==> config.mk <==
export PLATFORM = sky130hd
export DESIGN_NAME = rr_token_arbiter_flat
export DESIGN_NICKNAME = d
export VERILOG_FILES = /design/src/rtl/rr_token_arbiter_if.sv /design/src/rtl/rr_token_arbiter.sv /design/src/flat_wrapper.sv
export SDC_FILE = /design/constraint.sdc
export NUM_CORES = 1
export LEC_CHECK = 0
export BUFFER_PORTS_ARGS = -buffer_cell sky130_fd_sc_hd__buf_2
export CAP_MARGIN = 10
export CELL_PAD_IN_SITES_DETAIL_PLACEMENT = 0
export CELL_PAD_IN_SITES_GLOBAL_PLACEMENT = 1
export CORE_MARGIN = 2
export CORE_UTILIZATION = 42
export DETAILED_ROUTE_END_ITERATION = 8
export GPL_TIMING_DRIVEN = 1
export PLACE_DENSITY = 0.74
export SYNTH_ARGS = -nofsm -noshare
export SYNTH_HDL_FRONTEND = slang
export SYNTH_SLANG_ARGS = --single-unit
==> constraint.sdc <==
create_clock -name clk -period 3.4 [get_ports clk]
set_input_delay 0.17 -clock clk [delete_from_list [all_inputs] [get_ports clk]]
set_output_delay 0.17 -clock clk [all_outputs]
set_load 0.005 [all_outputs]
==> src/rtl/rr_token_arbiter_if.sv <==
// rr_token_arbiter_if: request/grant bundle between clients and the round-robin arbiter
interface rr_token_arbiter_if #(
    parameter int NREQ = 3
);
    localparam int OW = $clog2(NREQ + 1);
    logic [NREQ-1:0] req;
    logic [NREQ-1:0] ack;
    logic [OW-1:0]   owner;
    logic            busy;
    logic            revoke;
    logic            starve;
    modport master (output req, input ack, owner, busy, revoke, starve);
    modport slave  (input req, output ack, owner, busy, revoke, starve);
endinterface

==> src/rtl/rr_token_arbiter.sv <==
// rr_token_arbiter: round-robin req/ack arbiter with hold watchdog and sticky starvation flag
module rr_token_arbiter #(
    parameter int NREQ       = 3,
    parameter int HOLD_MAX   = 8,
    parameter int STARVE_MAX = 12,
    parameter int CNT_W      = 4
) (
    input logic               clk,
    input logic               rst,
    rr_token_arbiter_if.slave bus
);
    localparam int OW = $clog2(NREQ + 1);
    typedef enum logic [1:0] {IDLE, BUSY, RELEASE} state_t;
    state_t          state_q, state_d;
    logic [OW-1:0]   ptr_q, ptr_d, owner_q, owner_d, win;
    logic [NREQ-1:0] ack_q, ack_d;
    logic [CNT_W-1:0] hold_q, hold_d, hold_inc;
    logic            revoke_q, revoke_d, starve_q, starve_d, found;
    logic [2*NREQ-1:0] rot;
    logic [CNT_W-1:0] wait_q [NREQ];
    logic [CNT_W-1:0] wait_d [NREQ];
    assign bus.ack    = ack_q;
    assign bus.owner  = owner_q;
    assign bus.busy   = (state_q == BUSY);
    assign bus.revoke = revoke_q;
    assign bus.starve = starve_q;
    // Rotate requests so the pointer sits at bit 0; lowest rotated bit is the winner
    always_comb begin
        rot   = {bus.req, bus.req} >> ptr_q;
        found = 1'b0;
        win   = '0;
        for (int k = NREQ - 1; k >= 0; k--) begin
            if (rot[k]) begin
                found = 1'b1;
                win   = (int'(ptr_q) + k >= NREQ) ? OW'(int'(ptr_q) + k - NREQ) : OW'(int'(ptr_q) + k);
            end
        end
    end
    // Next-state and grant logic; ack is only withdrawn once the owner drops req
    always_comb begin
        state_d  = state_q;
        ptr_d    = ptr_q;
        owner_d  = owner_q;
        ack_d    = ack_q;
        hold_d   = hold_q;
        revoke_d = revoke_q;
        hold_inc = (hold_q == '1) ? hold_q : hold_q + 1'b1;
        case (state_q)
            IDLE: begin
                if (found) begin
                    state_d  = BUSY;
                    ack_d    = NREQ'(1) << win;
                    owner_d  = win;
                    hold_d   = '0;
                    revoke_d = 1'b0;
                end
            end
            BUSY: begin
                if (~|(bus.req & ack_q)) begin
                    state_d  = RELEASE;
                    ack_d    = '0;
                    owner_d  = OW'(NREQ);
                    revoke_d = 1'b0;
                    ptr_d    = (owner_q == OW'(NREQ - 1)) ? '0 : owner_q + 1'b1;
                end else begin
                    hold_d = hold_inc;
                    if (hold_inc == CNT_W'(HOLD_MAX)) revoke_d = 1'b1;
                end
            end
            default: state_d = IDLE;
        endcase
    end
    // Per-client wait counters run while a request is pending without a grant
    always_comb begin
        starve_d = starve_q;
        for (int j = 0; j < NREQ; j++) begin
            wait_d[j] = (!bus.req[j] || ack_q[j]) ? '0 : ((wait_q[j] == '1) ? wait_q[j] : wait_q[j] + 1'b1);
            if (wait_d[j] == CNT_W'(STARVE_MAX)) starve_d = 1'b1;
        end
    end
    // State register; reset drops any grant immediately
    always_ff @(posedge clk) begin
        if (rst) begin
            state_q  <= IDLE;
            ptr_q    <= '0;
            owner_q  <= OW'(NREQ);
            ack_q    <= '0;
            hold_q   <= '0;
            revoke_q <= 1'b0;
            starve_q <= 1'b0;
            for (int j = 0; j < NREQ; j++) wait_q[j] <= '0;
        end else begin
            state_q  <= state_d;
            ptr_q    <= ptr_d;
            owner_q  <= owner_d;
            ack_q    <= ack_d;
            hold_q   <= hold_d;
            revoke_q <= revoke_d;
            starve_q <= starve_d;
            for (int j = 0; j < NREQ; j++) wait_q[j] <= wait_d[j];
        end
    end
endmodule

==> src/flat_wrapper.sv <==
// flat-port wrapper written by rule: the top's interface ports become plain ports
module rr_token_arbiter_flat 
#(
    parameter int NREQ       = 3,
    parameter int HOLD_MAX   = 8,
    parameter int STARVE_MAX = 12,
    parameter int CNT_W      = 4
)
  (clk, rst, bus_req, bus_ack, bus_owner, bus_busy, bus_revoke, bus_starve);
  rr_token_arbiter_if #(.NREQ(NREQ)) bus_i ();
  input logic clk;
  input logic rst;
  input wire logic [$bits(bus_i.req)-1:0] bus_req;
  output wire logic [$bits(bus_i.ack)-1:0] bus_ack;
  output wire logic [$bits(bus_i.owner)-1:0] bus_owner;
  output wire logic [$bits(bus_i.busy)-1:0] bus_busy;
  output wire logic [$bits(bus_i.revoke)-1:0] bus_revoke;
  output wire logic [$bits(bus_i.starve)-1:0] bus_starve;
  assign bus_i.req = bus_req;
  assign bus_ack = bus_i.ack;
  assign bus_owner = bus_i.owner;
  assign bus_busy = bus_i.busy;
  assign bus_revoke = bus_i.revoke;
  assign bus_starve = bus_i.starve;
  rr_token_arbiter #(.NREQ(NREQ), .HOLD_MAX(HOLD_MAX), .STARVE_MAX(STARVE_MAX), .CNT_W(CNT_W)) u_core (.clk(clk), .rst(rst), .bus(bus_i));
endmodule
Word-level counts from Yosys, hierarchy flattened
Memory sizes are Yosys's and may differ from the RTL's.
Cells that the tools add are included.
- register bits after elaboration: 15
- RAM bits: 12
- word-level logic and storage cells: 99
- memories: 1
- add/sub/neg operators: 10
- $lt $le $gt $ge: 3
- equal/unequal tests: 14
- shift operators: 2
- muxes and demuxes: 42
- bitwise gates (word level): 5
- reduce and logical (&&, ||, !) cells: 15
- memory list (name ; depth ; width ; rd ports ; clocked after Yosys merged registers in ; wr ports ; line ; text):
    u_core.wait_q ; 3 ; 4 ; 3 ; 0 ; 3 ; rr_token_arbiter.sv:20 ; logic [CNT_W-1:0] wait_q [NREQ];
- operators with widths (cell ; number):
    2-to-1 mux 4 bit ; 12
    == test 4 bit (second input constant) ; 8
    2-to-1 mux 2 bit ; 11
    adder 4 x 1 -> 4 bit (second input constant) ; 4
    2-to-1 mux 1 bit ; 12
    AND reduction 3 bit ; 3
    case mux 2 bit (2 select lines) ; 2
    case mux 4 bit (2 select lines) ; 1
    >= comparator 3 x 2 -> 1 bit (second input constant) ; 2
    2-to-1 mux 3 bit ; 2
    case mux 3 bit (2 select lines) ; 1
    >> shifter 6 x 2 -> 3 bit ; 1
    != test 2 x 1 -> 1 bit (second input constant) ; 2
    AND reduction 2 bit ; 2
    subtractor 2 x 1 -> 2 bit (second input constant) ; 2
    adder 2 x 1 -> 3 bit (second input constant) ; 1
    adder 2 x 2 -> 3 bit (second input constant) ; 1
    bitwise AND 3 bit ; 1
    logical NOT 1 bit ; 3
    logical OR 1 bit ; 3
    != test 3 bit (second input constant) ; 1
    bitwise OR 1 bit ; 3
    nonzero test 3 bit ; 1
    OR reduction 3 bit ; 1
    11 further kinds ; 11

Longest topological paths before layout
- depth after elaboration: 9
- gate-level depth with buffers: 7
- gate-level depth less buffers: 6

Least setup slack after synthesis
No wires, ideal clock.
- path type: reg-to-reg
- start: memory u_core.wait_q[1][0] (netlist: u_core.wait_q[0][4])
- end: register u_core.starve_q (netlist: u_core.bus.starve)
- arrival: 1.625 ns
- data required time: 3.319 ns
- path slack: 1.694 ns
- stages on the path, launching flop included: 6
- path buffers: 0
- period minus slack after synthesis: 1.706 ns
- path through: dfxtp_1 > ha_1 > or3b_2 > a311oi_1 > o2111ai_1 > a41oi_1
- RTL lines (what ; line ; text):
    start, declared ; rr_token_arbiter.sv:20 ;
    end signal, assigned ; rr_token_arbiter.sv:99 ; starve_q <= starve_d;
    end, declared ; rr_token_arbiter.sv:18 ; logic revoke_q, revoke_d, starve_q, starve_d, found;

Worst setup path in the final report
- start: register u_core.ptr_q[1]
- end: register u_core.owner_q[1] (netlist: u_core.bus.owner[1])
- longest elaborated chain between the ends: 8
- elaborated cells on any way between the ends: 22
- RTL lines (what ; line ; text):
    start, declared ; rr_token_arbiter.sv:15 ; logic [OW-1:0] ptr_q, ptr_d, owner_q, owner_d, win;
    start signal, assigned ; rr_token_arbiter.sv:94 ; ptr_q <= ptr_d;
    adder 2 x 2 -> 3 bit ; rr_token_arbiter.sv:35 ; win = (int'(ptr_q) + k >= NREQ) ? OW'(int'(ptr_q) + k - NREQ) : OW'(int'(ptr_q) + k);
    >= comparator 3 x 2 -> 1 bit / subtractor 2 x 1 -> 2 bit (equally long branches) ; rr_token_arbiter.sv:35 ;
    2-to-1 mux 2 bit ; rr_token_arbiter.sv:35 ;
    2-to-1 mux 2 bit (3 in a row) ; rr_token_arbiter.sv:33 ; if (rot[k]) begin
    2-to-1 mux 2 bit ; rr_token_arbiter.sv:50 ; if (found) begin
    case mux 2 bit (2 select lines) ; rr_token_arbiter.sv:48 ; case (state_q)
    end signal, assigned ; rr_token_arbiter.sv:86 ; owner_q <= OW'(NREQ);
    end signal, assigned ; rr_token_arbiter.sv:95 ; owner_q <= owner_d;
    end, declared ; rr_token_arbiter.sv:15 ;
Several ways; a longest one is shown, not always the timed one. The select of a mux whose other input is x is not followed.
A chain may end at the register's enable or synchronous reset.

==> flow_summary.toml <==
[outcome]
status = "completed"

[yosys]
ys.flop_type = "dfxtp_1"
yosysMostFrequentCell = "dfxtp_1"
synth_nets = 186
synth.area.top_cells = "dfxtp_1 35%, ha_1 4.9%, mux2i_1 4.6%"
synth_top_family_by_area = "simple AND/OR/NAND/NOR gates"
ys_warn_count = 0
postSynthCellCount = 175
synth-async-reset-ratio_pct = 0
synth_common_cells = "27 x dfxtp_1, 15 x inv_1, 13 x nor2_1"
synth_top_cell_by_area = "dfxtp_1"
synth_compound_area_share_pct = 22.25
synth-xor-area-share_pct = 1.711
synth_top_area_share_pct = 35.21
synth_area_mm2 = 0.001535
synth-simple-area-share_pct = 24.04
synth-edff-count = 0
yosys.cell_types.count = 44
synth.avg_cell_area_um2 = 8.773
seq_area_frac_synth_pct = 35.21
synthMuxAreaShare_pct = 5.297
synth_fa_ha_area_share_pct = 4.890
yosys_register_bits = 27

[die]
coreArea_mm2 = 0.003416
die_h_um = 64.46
io_pins = 13
die_w_um = 64.46
rows = 21
die_area_mm2 = 0.004155
start_util_pct = 44.95

[finish]
antenna_cells = 0
ff_latch_area_um2 = 540.5
drive_gt1_share_pct = 12.43
syn2layout_area_growth_pct = 6.683
nets = 197
fill_cells = 353
multi_input_area_um2 = 893.4

[power]
leakagePower_nw = 0.5926
power_density_mw_per_mm2 = 368.1
peakVddDrop_mv = 0.1509

[global_routing]
grt_pass1_vias = 1294
antenna_found_initial = 0
grt_pass1_wl_um = 5395
track_usage_pct = 16.05
overflow = 0
grt_max_degree = 17

[placed_design]
hpwl_um = 2368
gp_congestion = 0.8444
port-buffer-count = 12

[timing]
slew-limit-headroom_pct = 35.72
min_period_ns = 2.051
finalHoldViolCount = 0
max_clock_freq_mhz = 487.6
setup-tns-final_ns = 0
fin_skew_ns = 0.01076
rsz0062_at_grt = "false"
finalCritPeriodShare_pct = 60.31
setup_violations = 0
drv_slew = 0
worstMarginPinSlew_ns = 0.9641
holdWs_ns = 0.1490

[clock_tree]
cts_max_level = 1
clockRootBuffer = "clkbuf_4"
clk_pin_slew_worst_paths_ns = 0.16
cts_buffer_depth = 2
worstSkewPairLatency_ns = 0.33
cts_hold_buf = 0
post_cts_buffers = 0
cts_made_buffers = 3
cts_sinks = 27
cts-resized-gates = 0
cts_tree = "built"

[setup_path]
max_stage_delay_ns = 0.61
crit_path_end_kind = "register"
path_delay_family = "compound AO/OA/AOI/OAI gates"
crit_type = "register to register"
cp_max_fo = 13
startpoint_type = "register"
r2r_start = "u_core.ptr_q[1]$_SDFFE_PP0P_"
startpoint = "u_core.ptr_q[1]$_SDFFE_PP0P_"
cp.required_ns = 3.60
crit_path_top_delay_cell = "dfxtp_1"
critPathArrivalTime_ns = 2.25
cp_num_buf_inv = 1
path_cells = "inv_1 -> ha_1 -> nor2b_1 -> o22ai_1 -> o32ai_1 -> a22oi_1"

[drt]
detail-route-antenna-nets = 0
drt-pass1-iter-count = 4
avgRoutedWirePerCell_um = 13.71
drcViolationCount = 0
routed-via-count = 1356
first_iter_violations = 84
vias_per_cell = 5.870
routed_wl_um = 3167

[min_path]
hold_class = "input port to register"
hp-start = "rst"

[run]
maxCapViolations = 0
## metrics by stage
step	cells	setup slack, ns	instance area (um2)	power (mW)	utilization, %
global route	231	1.218	1638	0.6405	47.95
detailed placement	227	1.404	1608	0.4614	47.07
floorplan	175	1.694	1535	0.4329	-
finish	231	1.349	1638	0.6028	47.95
CTS	231	1.370	1638	0.6083	47.95
global placement	227	1.469	1608	0.4587	47.07
## sequential cells by signal (all words and copies together) (netlist names)
register,cells
u_core.bus.revoke,1
u_core.bus.starve,1
u_core.bus.owner,2
u_core.state_q,2
u_core.hold_q,4
u_core.bus.ack,3
u_core.wait_q,12
u_core.ptr_q,2
## final cells by class
class / instances / share of cell area [%]
well taps: 46 / 3.514
inverters: 15 / 3.438
clock buffers: 3 / 1.375
multi-input cells: 127 / 54.55
clock inverters: 1 / 0.4584
flip-flops and latches: 27 / 33.00
repair buffers: 12 / 3.667
## placed cells by master (no fill, tap or decap), types with 2 or more instances in the layout
cell type,Yosys,final
nor4_1,2,2
ha_1,6,6
nor2b_1,3,3
o32ai_1,2,2
nor3_1,12,12
inv_1,15,15
a211oi_1,3,3
o2111ai_1,3,3
a311oi_1,3,3
a41oi_1,2,2
a22oi_1,3,3
a32o_1,3,3
buf_2,3,12
nand4_1,2,2
dfxtp_1,27,27
clkbuf_4,0,3
a31oi_1,2,2
o21ai_0,3,3
nand2_1,3,3
nand3b_1,2,2
nor2_1,13,13
and3_1,3,3
nand2b_1,5,5
o32a_1,2,2
nand3_1,11,11
a21oi_1,10,10
o21a_1,2,2
xnor2_1,3,3
o22ai_1,2,2
mux2i_1,7,7
or3b_2,3,3
## where the power goes
group	internal [mW]	total, mW	switching, mW	leakage [nW]
combinational	0.0438	0.104	0.0605	0.359
clock	0.0450	0.148	0.103	0.0139
sequential	0.332	0.350	0.0183	0.220
## kinds of logic (layout without fill, tap and decap cells)
logic type | after synthesis | after routing
DFF | 27 | 27
adders and majority gates | 6 | 6
buffers and inverters | 21 | 31
xor gates and xnor gates | 3 | 3
AOI/OAI and AO/OA | 45 | 45
muxes | 8 | 8
and+or+nand+nor | 65 | 65
## layer usage
layer / vias up / share of wire [%] / global-route usage (%)
li1: 688 / - / -
met1: 651 / 47 / 19.15
met2: 15 / 50 / 29.69
met3: 2 / 2.5 / 2.257
met4: 0 / 0.57 / 4.787
met5: - / 0 / 0
## worst register-to-register path: stages, from the launching register on
cell and delay [ns]:
dfxtp_1 0.61, inv_1 0.15, ha_1 0.26, nor2b_1 0.13, o22ai_1 0.10, o32ai_1 0.49, a22oi_1 0.18
## worst paths after layout
| check | end | slack (ns) | depth (start not counted) |
|---|---|---|---|
| min | u_core.hold_q[3]$_SDFFE_PP0P_ | 0.15 | 2 |
| min reg2reg | u_core.bus.revoke$_SDFFE_PP0P_ | 0.49 | 1 |
| max | u_core.bus.owner[1]$_SDFFE_PP1P_ | 1.35 | 6 |
| max reg2reg | u_core.bus.owner[1]$_SDFFE_PP1P_ | 1.35 | 6 |
Power figures use the tool's default switching activity.
